## config.mk

```make
export PLATFORM = sky130hd
export DESIGN_NAME = sr_flag_arbiter
export DESIGN_NICKNAME = d
export VERILOG_FILES = /design/src/rtl/sr_flag_arbiter.sv
export SDC_FILE = /design/constraint.sdc
export NUM_CORES = 1
export LEC_CHECK = 0
export CAP_MARGIN = 20
export CORE_MARGIN = 4
export CORE_UTILIZATION = 47
export CTS_BUF_LIST = sky130_fd_sc_hd__clkbuf_8 sky130_fd_sc_hd__clkbuf_16
export DETAILED_ROUTE_END_ITERATION = 12
export HOLD_SLACK_MARGIN = 0.05
export PLACE_DENSITY_LB_ADDON = 0.25
export REMOVE_ABC_BUFFERS = 1
export SETUP_SLACK_MARGIN = 0.3
export SYNTH_ARGS = -nofsm -noshare
export SYNTH_HDL_FRONTEND = slang
export SYNTH_SLANG_ARGS = --single-unit
```

## constraint.sdc

```tcl
create_clock -name clk -period 2.9 [get_ports clk]
set_clock_uncertainty 0.15 [all_clocks]
set_input_delay 0.29 -clock clk [delete_from_list [all_inputs] [get_ports clk]]
set_output_delay 0.29 -clock clk [all_outputs]
set_load 0.02 [all_outputs]
```

## src/rtl/sr_flag_arbiter.sv

```systemverilog
// Round-robin arbiter that grants one set/reset operation at a time into an SR flag bank
// and keeps a registered shadow copy of the flag states.
module sr_flag_arbiter #(
  parameter int NREQ  = 4,
  parameter int NFLAG = 8,
  parameter int IDXW  = 3
) (
  input  logic                 clk,
  input  logic                 rst,
  input  logic [NREQ-1:0]      req,
  input  logic [NREQ-1:0]      op,
  input  logic [NREQ*IDXW-1:0] idx,
  output logic [NREQ-1:0]      gnt,
  output logic [NFLAG-1:0]     s_out,
  output logic [NFLAG-1:0]     r_out,
  output logic [NFLAG-1:0]     q,
  output logic                 busy,
  output logic                 err
);

  localparam int PW = (NREQ > 1) ? $clog2(NREQ) : 1;
  localparam logic [IDXW:0] NF = (IDXW+1)'(NFLAG);

  typedef enum logic [1:0] {
    IDLE  = 2'd0,
    PULSE = 2'd1,
    GAP   = 2'd2
  } state_t;

  state_t state_q, state_d;

  logic [PW-1:0]   ptr_q, ptr_d;
  logic [PW-1:0]   w_q, w_d;
  logic            op_q, op_d;
  logic [IDXW-1:0] idx_q, idx_d;

  logic [NREQ-1:0]  gnt_q, gnt_d;
  logic [NFLAG-1:0] s_q, s_d;
  logic [NFLAG-1:0] r_q, r_d;
  logic [NFLAG-1:0] q_q, q_d;
  logic             busy_q, busy_d;
  logic             err_q, err_d;

  logic            hit;
  logic [PW-1:0]   win;
  logic [IDXW-1:0] win_idx;
  int              k;

  // First asserted request at or above ptr, wrapping modulo NREQ.
  always_comb begin
    hit = 1'b0;
    win = ptr_q;
    k   = 0;
    for (int i = 0; i < NREQ; i++) begin
      k = int'(ptr_q) + i;
      if (k >= NREQ) k = k - NREQ;
      if (!hit && req[k]) begin
        hit = 1'b1;
        win = PW'(k);
      end
    end
  end

  assign win_idx = idx[int'(win)*IDXW +: IDXW];

  always_ff @(posedge clk or posedge rst) begin
    if (rst) state_q <= IDLE;
    else     state_q <= state_d;
  end

  always_comb begin
    state_d = state_q;
    unique case (state_q)
      IDLE:    state_d = hit ? PULSE : IDLE;
      PULSE:   state_d = GAP;
      GAP:     state_d = IDLE;
      default: state_d = IDLE;
    endcase
  end

  always_comb begin
    gnt_d  = '0;
    s_d    = '0;
    r_d    = '0;
    err_d  = 1'b0;
    busy_d = 1'b0;
    q_d    = q_q;
    ptr_d  = ptr_q;
    w_d    = w_q;
    op_d   = op_q;
    idx_d  = idx_q;
    unique case (state_q)
      IDLE: begin
        if (hit) begin
          w_d        = win;
          op_d       = op[win];
          idx_d      = win_idx;
          gnt_d[win] = 1'b1;
          busy_d     = 1'b1;
          if ({1'b0, win_idx} < NF) begin
            s_d[win_idx] = op[win];
            r_d[win_idx] = ~op[win];
          end else begin
            err_d = 1'b1;
          end
        end
      end
      PULSE: begin
        busy_d = 1'b1;
        if ({1'b0, idx_q} < NF) q_d[idx_q] = op_q;
        ptr_d = (int'(w_q) == NREQ-1) ? '0 : PW'(w_q + 1'b1);
      end
      default: ;
    endcase
  end

  always_ff @(posedge clk or posedge rst) begin
    if (rst) begin
      gnt_q  <= '0;
      s_q    <= '0;
      r_q    <= '0;
      q_q    <= '0;
      busy_q <= 1'b0;
      err_q  <= 1'b0;
      ptr_q  <= '0;
      w_q    <= '0;
      op_q   <= 1'b0;
      idx_q  <= '0;
    end else begin
      gnt_q  <= gnt_d;
      s_q    <= s_d;
      r_q    <= r_d;
      q_q    <= q_d;
      busy_q <= busy_d;
      err_q  <= err_d;
      ptr_q  <= ptr_d;
      w_q    <= w_d;
      op_q   <= op_d;
      idx_q  <= idx_d;
    end
  end

  assign gnt   = gnt_q;
  assign s_out = s_q;
  assign r_out = r_q;
  assign q     = q_q;
  assign busy  = busy_q;
  assign err   = err_q;

endmodule

```

==> out/qor.csv <==
metric,value,unit
layout cells sized above 1,0.2042,
"top cells by area, synth","dfrtp_1 (54%), mux2_2 (6.2%), mux2i_1 (4.4%)",
Placed Cells,231,
PwrDens,952.1,nW/µm²
cts bufs inserted,5,
"count leader, synth",dfrtp_1,
CP Capture Type,flip-flop,
worst reg-to-reg path cell count,5,
cts repair resizes,0,
LEAKAGE,1.069,nW
Worst slew margin,0.5823,
postcts setup bufs,0,
CTS HTree Levels,2,
Slew @ Worst Pin,625.0,ps
Synth Register Bits,39,
endpoints failing setup,0,
clk root buf,clkbuf_8,
clock buffer depth,2,
DRC violations left,0,
hold violation count in the final report,0,
via count,1242,
Avg Synthesized Cell Area,13.03,µm²
setup TNS,0,ps
Antenna diodes,0,
synth-to-layout area growth,32.83,%
hpwl dp,2766,µm
"Reg clk slew, reported paths",70,ps
outcome,"finished, final reports clean",
Mapped Cells,139,
critical-path maximum fanout,17,
Routed wire per std cell,15.08,µm
CTS tree,done,
RD Place Congestion,0.8046,
final cell count without fillers,239,
Final Max Tran Viols,0,
Synth area leader,dfrtp_1,
Starting DRT DRC Count,34,
period utilisation layout,0.8305,
RSZ-0062 raised after global routing,no,
Num Clock Sinks,39,
"Req. time, crit path",2930,ps
post-layout min period,2408,ps
Commonest cells post-synth,"dfrtp_1 (39), nand2_1 (11), mux2_2 (10)",
Cell Rows,22,
Synth warnings,0,
Critical Path Stages,6,
Vias/cell,5.197,
CORE AREA,3689,µm²
Nets,213,
Pre-antenna DRT Iters,4,
Ports,52,
worst min-delay path category,in -> async,
first-pass GRT wire length,6072,µm
sequential area share after synthesis,0.5390,
Synth top area share,0.5390,
Critical Path Slowest Stage Cell,clkdlybuf4s50_1,
CP Cell Sequence,clkdlybuf4s50_1 -> nor3b_1 -> o311ai_4 -> mux2i_1 -> mux2i_4 -> and4bb_2,
antenna-violating nets left,0,
Area after DPL,2323,µm²
aggregate routed wire length,3605,µm
f_max,0.4152,GHz
Die Wd,70.07,µm
Die Span Y,70.07,µm
peak supply drop,431.2,µV
IO Port Bufs,50,
largest net degree at the start of global routing,26,
top_reg_cell synth,dfrtp_1,
Starting Density,0.4908,
asr flop ratio synth,1.000,
max incr delay on CP,540,ps
Crit path max-delay family,multiplexers,
initial antenna violation count,0,
Crit path arrival time,2440,ps
"Core Util, Final",0.6520,
hold_buf cts,0,
"Clk Latency, worst-skew pair",280,ps
vias in the first global route,1361,
Startpoint Class,input port,
Syn Std Cell Area,1810,µm²
maxcap violations,0,
Post-synth EDFFs,0,
gr usage total,0.1562,
Setup Crit Path Kind,in -> reg,
worst hold margin,183.8,ps
Die ar.,4909,µm²
GRT overflow,0,
Final Cell Area,2405,µm²
Unique masters post-synth,45,
Buf/Inv on CP,1,
[cell families after synthesis]
kind of cell,after synthesis,share of synthesized area
AOI/OAI and AO/OA,10,0.05322
adders and majority gates,1,0.006910
buffers and inverters,13,0.04561
DFF,39,0.5390
muxes,22,0.1500
other,1,0.002071
and+or+nand+nor,53,0.2032
[layer usage]
metal	track usage	up-vias	share of wire
met3	0.03597	9	0.040
met5	0	-	0
li1	-	598	-
met1	0.1718	608	0.42
met4	0.08085	0	0.018
met2	0.2781	27	0.52
[cells in the final DEF (no fill, tap or decap), types with 3 or more instances in the layout]
cell             instances
dfrtp_1                 39
nand2_1                 11
mux2_2                  10
and4b_2                  5
inv_1                    7
mux2i_1                  8
mux2i_4                  3
nor2_1                   6
clkbuf_8                 5
and4bb_2                 4
clkdlybuf4s50_1         50
[area by class of cell]
cell class / instances / area (µm²)
inverter: 6 / 27.53
fill: 306 / 1284
clock buffer: 5 / 68.82
clock inverter: 3 / 12.51
multi-input combinational: 87 / 752.0
sequential: 39 / 975.9
timing repair buffer: 51 / 508.0
tap: 48 / 60.06
[stage by stage]
stage | setup slack (ps) | total power, mW
final | 491.7 | 2.290
after global routing | 316.0 | 2.434
after detailed placement | 189.3 | 1.981
after floorplan | 868.1 | 1.562
after CTS | 494.8 | 2.317
after global placement | 288.2 | 1.937
[worst paths after layout]
kind,startpoint,end,slack (ps)
max,req[2],r_out[2],490
min,rst,r_out[4],180
max reg2reg,ptr_q[0],r_out[2],550
min reg2reg,w_q[1],w_q[1],340
max in group asynchronous,rst,w_q[0],1700
min in group clk,w_q[1],w_q[1],340
[report_power, final]
part	internal, mW	switching [mW]	total (mW)	leakage [nW]
sequential	0.726	0.128	0.853	0.506
combinational	0.526	0.576	1.10	0.513
clock	0.161	0.173	0.334	0.0505
[worst register-to-register path, stage by stage (launching register included)]
cell      delay (ps)
dfrtp_1          410
nor3b_1          180
o311ai_4         540
mux2i_1          220
mux2i_4          440
and4bb_2         300
[state kept, by name, summed over array words and instances, names as in the netlist]
| name | cells |
|---|---|
| q | 8 |
| r_out | 8 |
| s_out | 8 |
| gnt | 4 |
| idx_q | 3 |
| ptr_q | 2 |
| state_q | 2 |
| w_q | 2 |
| busy | 1 |
| op_q | 1 |
No activity file was read; power rests on OpenSTA's default activity.
